<file path="src/rtl/ahb_pkg.sv">
// Shared AHB constants, default-slave state encoding and transfer-type helper.
package ahb_pkg;

    localparam logic [1:0] HTRANS_IDLE   = 2'b00;
    localparam logic [1:0] HTRANS_BUSY   = 2'b01;
    localparam logic [1:0] HTRANS_NONSEQ = 2'b10;
    localparam logic [1:0] HTRANS_SEQ    = 2'b11;

    localparam logic HRESP_OKAY  = 1'b0;
    localparam logic HRESP_ERROR = 1'b1;

    typedef enum logic [1:0] {
        S_DATA = 2'b00,
        S_ERR1 = 2'b01,
        S_ERR2 = 2'b10
    } state_e;

    // NONSEQ/SEQ carry a real data phase; IDLE/BUSY do not.
    function automatic logic htrans_active(input logic [1:0] t);
        logic act;
        act = 1'b0;
        case (t)
            HTRANS_IDLE, HTRANS_BUSY: act = 1'b0;
            HTRANS_NONSEQ, HTRANS_SEQ: act = 1'b1;
            default: act = 1'b0;
        endcase
        return act;
    endfunction

endpackage

</file>
<file path="src/rtl/ahb_default_slave.sv">
// Default slave: two-cycle ERROR sequencer for unmapped transfers.
// With AHB_MUX_TIMEOUT_EN defined, also forces ERROR after TIMEOUT_CYCLES wait states.
module ahb_default_slave
    import ahb_pkg::*;
#(
    parameter int unsigned TIMEOUT_CYCLES = 16
) (
    input  logic hclk,
    input  logic hresetn,
    input  logic hready_i,
    input  logic xfer_i,
    input  logic addr_hit_i,
`ifdef AHB_MUX_TIMEOUT_EN
    input  logic dwait_i,
`endif
    output logic active_o,
    output logic hready_o,
    output logic hresp_o
);

    if (TIMEOUT_CYCLES < 1) begin : g_bad_timeout
        $error("TIMEOUT_CYCLES must be at least 1");
    end

    state_e state_q, state_d;
    logic   unmapped_accept;

    assign unmapped_accept = hready_i && xfer_i && !addr_hit_i;

`ifdef AHB_MUX_TIMEOUT_EN
    localparam int unsigned WCNT_W = $clog2(TIMEOUT_CYCLES + 1);

    logic [WCNT_W-1:0] wcnt_q, wcnt_d;
    logic              timeout;

    assign timeout = (state_q == S_DATA) && dwait_i
                  && (wcnt_q == WCNT_W'(TIMEOUT_CYCLES - 1));

    // Counts consecutive stalled data-phase cycles; any completed beat restarts it.
    always_comb begin
        wcnt_d = wcnt_q;
        if (hready_i || state_q != S_DATA) begin
            wcnt_d = '0;
        end else if (dwait_i) begin
            wcnt_d = wcnt_q + WCNT_W'(1);
        end
    end

    always_ff @(posedge hclk or negedge hresetn) begin
        if (!hresetn) begin
            wcnt_q <= '0;
        end else begin
            wcnt_q <= wcnt_d;
        end
    end
`else
    logic timeout;
    assign timeout = 1'b0;
`endif

    always_ff @(posedge hclk or negedge hresetn) begin
        if (!hresetn) begin
            state_q <= S_DATA;
        end else begin
            state_q <= state_d;
        end
    end

    always_comb begin
        state_d  = state_q;
        active_o = 1'b0;
        hready_o = 1'b1;
        hresp_o  = HRESP_OKAY;
        case (state_q)
            S_DATA: begin
                if (timeout || unmapped_accept) begin
                    state_d = S_ERR1;
                end
            end
            S_ERR1: begin
                active_o = 1'b1;
                hready_o = 1'b0;
                hresp_o  = HRESP_ERROR;
                state_d  = S_ERR2;
            end
            S_ERR2: begin
                active_o = 1'b1;
                hresp_o  = HRESP_ERROR;
                state_d  = unmapped_accept ? S_ERR1 : S_DATA;
            end
            default: begin
                state_d = S_DATA;
            end
        endcase
    end

endmodule

</file>
<file path="src/rtl/ahb_slave_mux.sv">
// AHB response mux: registers the address-phase select and routes slave
// responses in the data phase. Optional wait-state timeout: AHB_MUX_TIMEOUT_EN.
module ahb_slave_mux
    import ahb_pkg::*;
#(
    parameter int unsigned DATA_WIDTH     = 32,
    parameter int unsigned TIMEOUT_CYCLES = 16
) (
    input  logic                  hclk,
    input  logic                  hresetn,
    input  logic [1:0]            sel,
    input  logic                  addr_hit,
    input  logic [1:0]            htrans,
    input  logic [DATA_WIDTH-1:0] hrdata_1,
    input  logic [DATA_WIDTH-1:0] hrdata_2,
    input  logic [DATA_WIDTH-1:0] hrdata_3,
    input  logic [DATA_WIDTH-1:0] hrdata_4,
    input  logic                  hreadyout_1,
    input  logic                  hreadyout_2,
    input  logic                  hreadyout_3,
    input  logic                  hreadyout_4,
    input  logic                  hresp_1,
    input  logic                  hresp_2,
    input  logic                  hresp_3,
    input  logic                  hresp_4,
    output logic [DATA_WIDTH-1:0] hrdata,
    output logic                  hready,
    output logic                  hresp
);

    logic [1:0]            dsel_q, dsel_d;
    logic                  dvalid_q, dvalid_d;
    logic                  dhit_q, dhit_d;
    logic                  xfer;
    logic                  routed;
    logic [DATA_WIDTH-1:0] sel_rdata;
    logic                  sel_ready;
    logic                  sel_resp;
    logic                  def_active;
    logic                  def_hready;
    logic                  def_hresp;

    assign xfer   = htrans_active(htrans);
    assign routed = dvalid_q && dhit_q && !def_active;

    always_comb begin
        sel_rdata = hrdata_1;
        sel_ready = hreadyout_1;
        sel_resp  = hresp_1;
        case (dsel_q)
            2'd0: begin sel_rdata = hrdata_1; sel_ready = hreadyout_1; sel_resp = hresp_1; end
            2'd1: begin sel_rdata = hrdata_2; sel_ready = hreadyout_2; sel_resp = hresp_2; end
            2'd2: begin sel_rdata = hrdata_3; sel_ready = hreadyout_3; sel_resp = hresp_3; end
            2'd3: begin sel_rdata = hrdata_4; sel_ready = hreadyout_4; sel_resp = hresp_4; end
            default: ;
        endcase
    end

    always_comb begin
        hrdata = '0;
        hready = 1'b1;
        hresp  = HRESP_OKAY;
        if (def_active) begin
            hready = def_hready;
            hresp  = def_hresp;
        end else if (routed) begin
            hrdata = sel_rdata;
            hready = sel_ready;
            hresp  = sel_resp;
        end
    end

    // Address phase is captured only on edges that complete the current data phase.
    always_comb begin
        dsel_d   = dsel_q;
        dvalid_d = dvalid_q;
        dhit_d   = dhit_q;
        if (hready) begin
            dsel_d   = sel;
            dvalid_d = xfer;
            dhit_d   = addr_hit;
        end
    end

    always_ff @(posedge hclk or negedge hresetn) begin
        if (!hresetn) begin
            dsel_q   <= 2'b00;
            dvalid_q <= 1'b0;
            dhit_q   <= 1'b0;
        end else begin
            dsel_q   <= dsel_d;
            dvalid_q <= dvalid_d;
            dhit_q   <= dhit_d;
        end
    end

    ahb_default_slave #(
        .TIMEOUT_CYCLES(TIMEOUT_CYCLES)
    ) u_default_slave (
        .hclk       (hclk),
        .hresetn    (hresetn),
        .hready_i   (hready),
        .xfer_i     (xfer),
        .addr_hit_i (addr_hit),
`ifdef AHB_MUX_TIMEOUT_EN
        .dwait_i    (dvalid_q && dhit_q && !sel_ready),
`endif
        .active_o   (def_active),
        .hready_o   (def_hready),
        .hresp_o    (def_hresp)
    );

endmodule

</file>
<file path="config.mk">
export PLATFORM = sky130hd
export DESIGN_NAME = ahb_slave_mux
export DESIGN_NICKNAME = d
export VERILOG_FILES = /design/src/rtl/ahb_pkg.sv /design/src/rtl/ahb_default_slave.sv /design/src/rtl/ahb_slave_mux.sv
export SDC_FILE = /design/constraint.sdc
export NUM_CORES = 1
export LEC_CHECK = 0
export CAP_MARGIN = 20
export CORE_UTILIZATION = 29
export CTS_BUF_LIST = sky130_fd_sc_hd__clkbuf_8
export DETAILED_ROUTE_END_ITERATION = 10
export GPL_TIMING_DRIVEN = 1
export HOLD_SLACK_MARGIN = 0.12
export PLACE_DENSITY_LB_ADDON = 0.3
export RECOVER_POWER = 25
export SLEW_MARGIN = 40
export SYNTH_ARGS = -nofsm -noshare
export SYNTH_HDL_FRONTEND = slang
export SYNTH_HIERARCHICAL = 1
export SYNTH_SLANG_ARGS = --single-unit
export TNS_END_PERCENT = 1
</file>
<file path="constraint.sdc">
create_clock -name hclk -period 3.74 [get_ports hclk]
set_input_delay 0.374 -clock hclk [delete_from_list [all_inputs] [get_ports hclk]]
set_output_delay 0.374 -clock hclk [all_outputs]
set_load 0.01 [all_outputs]
</file>
---- Word level (Yosys, flattened, before mapping) ----
Index checks and enable logic that the tools add are counted.
operators by class
  equality and inequality tests ........... 9
  muxes and demuxes ....................... 15
  reductions and logical operators ........ 12
operators with widths
  cell                number
  $pmux 32 s4         1
  $mux 32             2
  $eq 2x2->1 const B  5
  $pmux 1 s4          2
  $mux 1              7
  $eq 2x1->1 const B  3
  $logic_not 2->1     3
  $pmux 2 s3          1
  $reduce_or 2->1     3
  $logic_and 1x1->1   4
  $logic_not 1->1     2
  $mux 2              1
  $ne 2x1->1 const B  1
  $pmux 1 s2          1
word-level totals
  bits in registers ....................... 6
  input port bits ......................... 143

---- Depth between registers and ports, before layout ----
  depth after elaboration ................. 11
  gate-level depth with buffers ........... 9
  mapped depth without buffers ............ 9

---- By module ----
The synthesis kept the hierarchy.
modules (own cells, without submodules)
  module             instances  cells each  area an instance (µm²)  sequential area each (µm²)
  ahb_slave_mux      1          98          1249.9                  100.1
  ahb_default_slave  1          18          201.4                   50.0

---- Worst setup path before layout ----
OpenSTA, ideal clock, no wires.
  kind .................................... register -> register
  from .................................... register u_default_slave.state_q[0]
  to ...................................... register u_default_slave.state_q[1]
  library setup time ...................... 0.125 ns
  arrival ................................. 1.877 ns
  path slack .............................. 1.738 ns
  cell stages (with the launch flop) ...... 10
  clock period less this slack ............ 2.002 ns
  cell sequence ........................... dfrtp_1 -> inv_1 -> ha_1 -> and3b_1 -> clkbuf_1 -> a21o_4 -> inv_2 -> nand3b_4 -> nand2_2 -> mux2_4
between the ends
  word-level cells in the longest chain between the ends .. 10
  elaborated cells on any way between the ends .. 14
  those cells by class .................... 3 x eq/ne; 5 x mux; 6 x reduce/logical
ends and longest elaborated chain
  item                                             RTL line                 text
  start: declaration                               ahb_default_slave.sv:25  state_e state_q, state_d;
  start signal: assignment                         ahb_default_slave.sv:65  state_q <= state_d;
  $eq 2x1->1 / $eq 2x2->1 (equally long branches)  ahb_default_slave.sv:74  case (state_q)
  $reduce_or 2->1 (no source line) (*)             -
  $mux 1 (*)                                       ahb_default_slave.sv:74
  named net def_active                             ahb_slave_mux.sv:39      logic def_active;
  $logic_not 1->1                                  ahb_slave_mux.sv:44      assign routed = dvalid_q && dhit_q && !def_active;
  $logic_and 1x1->1                                ahb_slave_mux.sv:44
  $mux 1                                           ahb_slave_mux.sv:66      end else if (routed) begin
  $mux 1 (*)                                       ahb_slave_mux.sv:63      if (def_active) begin
  named net hready                                 ahb_slave_mux.sv:27      output logic hready,
  $logic_and 1x1->1 (*) (2 in a row)               ahb_default_slave.sv:28  assign unmapped_accept = hready_i && xfer_i && !addr_hit_i;
  $ne 2x1->1 (no source line) (*)                  -
Mark *: on every way through the listed nets, which the timed path passes. The rest lies on a longest branch.
A chain may end at the register's enable or synchronous reset.

---- Final worst setup path ----
  from .................................... register u_default_slave.state_q[0]
  to ...................................... output port hready
between the ends
  word-level cells in the longest chain between the ends .. 7
  elaborated cells on any way between the ends .. 9
  those cells by class .................... 2 x eq/ne; 4 x mux; 3 x reduce/logical
ends and longest elaborated chain
  item                                             RTL line
  $eq 2x1->1 / $eq 2x2->1 (equally long branches)  ahb_default_slave.sv:74
  $reduce_or 2->1 (no source line) (*)             -
  $mux 1 (*)                                       ahb_default_slave.sv:74
  named net def_active                             ahb_slave_mux.sv:39
  $logic_not 1->1                                  ahb_slave_mux.sv:44
  $logic_and 1x1->1                                ahb_slave_mux.sv:44
  $mux 1                                           ahb_slave_mux.sv:66
  $mux 1 (*)                                       ahb_slave_mux.sv:63
  end: declaration                                 ahb_slave_mux.sv:27
Marks and branches as above.

==> metrics.cfg <==
[synth]
syn_avg_cell_area_sq_um = 12.51
ys_ff_latch = 6
synthCells = 116
netlist_area_sq_um = 1451
seq_area_frac_synth = 0.1034
yosysWarnings = 6
synth_nets = 264
synth_cell_types = 24

[worst_setup_path]
reg2reg_from = u_default_slave/state_q[0]
setup.worst_path.start_class = flip-flop
crit_start = u_default_slave/state_q[0]
ff2ff_setup_slack_ns = 1.19
worstSetupPathType = flip-flop to primary output
cp_data_arrival_time_ns = 2.67
reg2reg_to = u_default_slave/state_q[1]
required_ns = 3.37
end_kind = primary output
endpoint = hready
path_max_fanout = 23
reg2regPathDepth = 9

[finish]
area_growth_pct = 126.3
diodes = 0
stdcell_area_sq_um = 3284
drive_above_1_share = 0.1713
num-nets-final = 435

[drt]
drt-wirelength-per-cell_um = 16.34
detail-route-antenna-nets = 0
firstDrtPassIters = 4
drc = 0
routed_wl_um = 5768
num_vias = 1685
viasPerCell = 4.773
drtIter0Drc = 20

[placement]
portBuffers = 175
placed_cell_area_sq_um = 3254
globalplace.congestion = 0.7279
hpwl_um = 5135

[floorplanning]
start_util = 0.3053
rows = 25
fp.dieH_um = 72.75
core_region_area_sq_um = 4755
die_width_um = 72.75
dieArea_sq_um = 5292
io_pins = 177

[sta]
slew-limit-headroom = 0.6125
max_freq_mhz = 328.1
period_needed_ns = 3.048
tightestPinTransition_ns = 0.5812
hold_viol = 0
setup_violations = 0
rsz0062_at_grt = no
final.setup.tns_ns = 0
skew_ns = 0.003328
finalCritPeriodShare = 0.8149
finalMaxSlewViolations = 0

[clock_network]
cts_setup_buffers = 0
h-tree-depth = 1
path_clk_slew_ns = 0.04
ctsResizeCount = 0
ctsLongestPathBuffers = 2
numCtsBuffers = 3
cts_sinks = 6
insertion_delay_ns = 0.22
cts_root_buf = clkbuf_8
cts_tree = yes
ctsHoldBuffers = 0

[grt]
grt_use_total = 0.2165
grt-ovfl-total = 0
grt_pass1_wl_um = 8542
first_global_vias = 1789
grt_max_degree = 24
antenna_found_initial = 0

[run_status]
status = finished clean

[power]
p_leak_nw = 1.241
ir_drop_uv = 204.0
swShare = 0.3598
power_mw = 1.388
p_clk_frac = 0.072
p_comb_frac = 0.812
seq_power_share = 0.117
p_int_uw = 888.4
net-switching-power_uw = 499.3
powerDensity_nw_per_um2 = 422.5

[min_path]
min_path_type = input port to asynchronous set/reset pin

[job]
max-cap-violations = 0

-- layout make-up --
| class | count | area (sq um) |
|---|---|---|
| sequential | 6 | 151.4 |
| inverter | 7 | 26.28 |
| tap | 67 | 83.83 |
| multi-input combinational | 89 | 1189 |
| clock inverter | 1 | 3.754 |
| timing repair buffer | 180 | 1789 |
| clock buffer | 3 | 41.29 |
| fill | 403 | 1470 |
-- how the worst min path moves through the flow --
| stage | from | to | slack (ns) | cells after the start |
|---|---|---|---|---|
| final | hresetn | dsel_q[1] | 0.46 | 1 |
| after global routing | hresetn | dsel_q[1] | 0.48 | 1 |
| after CTS | hresetn | dsel_q[1] | 0.39 | 1 |
| after detailed placement | dhit_q | dhit_q | 0.51 | 1 |
| after global placement | dvalid_q | dvalid_q | 0.49 | 1 |
| after floorplan | hresetn | dhit_q | 0.08 | 0 |
-- routing by layer --
| layer | part of all wire | vias to the layer above | GRT usage |
|---|---|---|---|
| met1 | 0.34 | 778 | 0.2254 |
| li1 | - | 789 | - |
| met3 | 0.099 | 6 | 0.04420 |
| met2 | 0.55 | 112 | 0.4341 |
| met4 | 0.013 | 0 | 0.05664 |
| met5 | 0 | - | 0 |
-- per-stage QoR --
step                      hold WS [ns]  utilization  setup slack, ns  instances
after floorplan                0.07841            -            1.738        116
after CTS                       0.3938       0.6939           0.7380        353
after detailed placement        0.5089       0.6845           0.9694        349
after global routing            0.4767       0.6908           0.4921        353
final                           0.4597       0.6908           0.6922        353
after global placement          0.4914       0.6845            1.020        349
-- cell families (layout without fill, tap and decap cells) --
family / count (synthesis) / in the layout / synth area share
multiplexers: 40 / 40 / 0.5750
AND/OR/NAND/NOR: 36 / 36 / 0.1664
buffers and inverters: 21 / 191 / 0.06724
AO/OA/AOI/OAI: 8 / 8 / 0.04482
flip-flops: 6 / 6 / 0.1034
adder cells (fa/ha/maj): 5 / 5 / 0.04310
-- flip-flops by register name (all words and copies together) (netlist names) --
signal	flops
dsel_q	2
dvalid_q	1
dhit_q	1
u_default_slave/state_q	2
-- cells in the mapped netlist, drive strengths merged --
cell type	count	area, sq um
clkbuf	8	30.03
a22o	1	8.760
ha	5	62.56
a31o	1	8.760
inv	7	26.28
a211oi	1	12.51
nand3b	1	20.02
mux2	5	71.32
o21ai	2	10.00
mux2i	2	20.02
nand2	1	6.260
and2	32	200.2
nor2b	1	6.260
a21o	1	15.01
buf	6	41.28
dfrtp	6	150.1
a21oi	2	10.01
and3b	1	8.760
mux4	33	743.2
-- power groups by stage --
stage	combinational [mW]	sequential, mW	clock [mW]
global placement	1.14	0.164	0
finish	1.13	0.162	0.0993
global route	1.22	0.173	0.106
detailed placement	1.16	0.167	0
CTS	1.17	0.166	0.101
floorplan	0.738	0.108	0
-- critical path, cell delays in order, from the launching register on --
cell and delay (ns):
dfrtp_1 0.41, inv_1 0.09, ha_1 0.34, and3b_1 0.47, buf_4 0.32, a21o_1 0.23
inv_1 0.10, clkdlybuf4s50_1 0.48
-- cell usage in the layout (no fill, tap or decap) --
master / instances
dfrtp_1: 5
a21oi_1: 2
inv_1: 7
inv_2: 1
mux4_2: 33
nand2_2: 1
o21ai_1: 1
clkdlybuf4s50_1: 174
a22o_1: 1
buf_4: 5
and2_1: 32
a31o_1: 1
mux2_4: 2
dfrtp_2: 1
a21o_1: 1
dlygate4sd3_1: 1
nand3b_4: 1
and3b_1: 1
nor2b_1: 1
ha_1: 5
mux2i_1: 2
clkbuf_8: 3
mux2_1: 2
mux2_2: 1
o21ai_0: 1
a211oi_2: 1
Power figures use the tool's default switching activity.
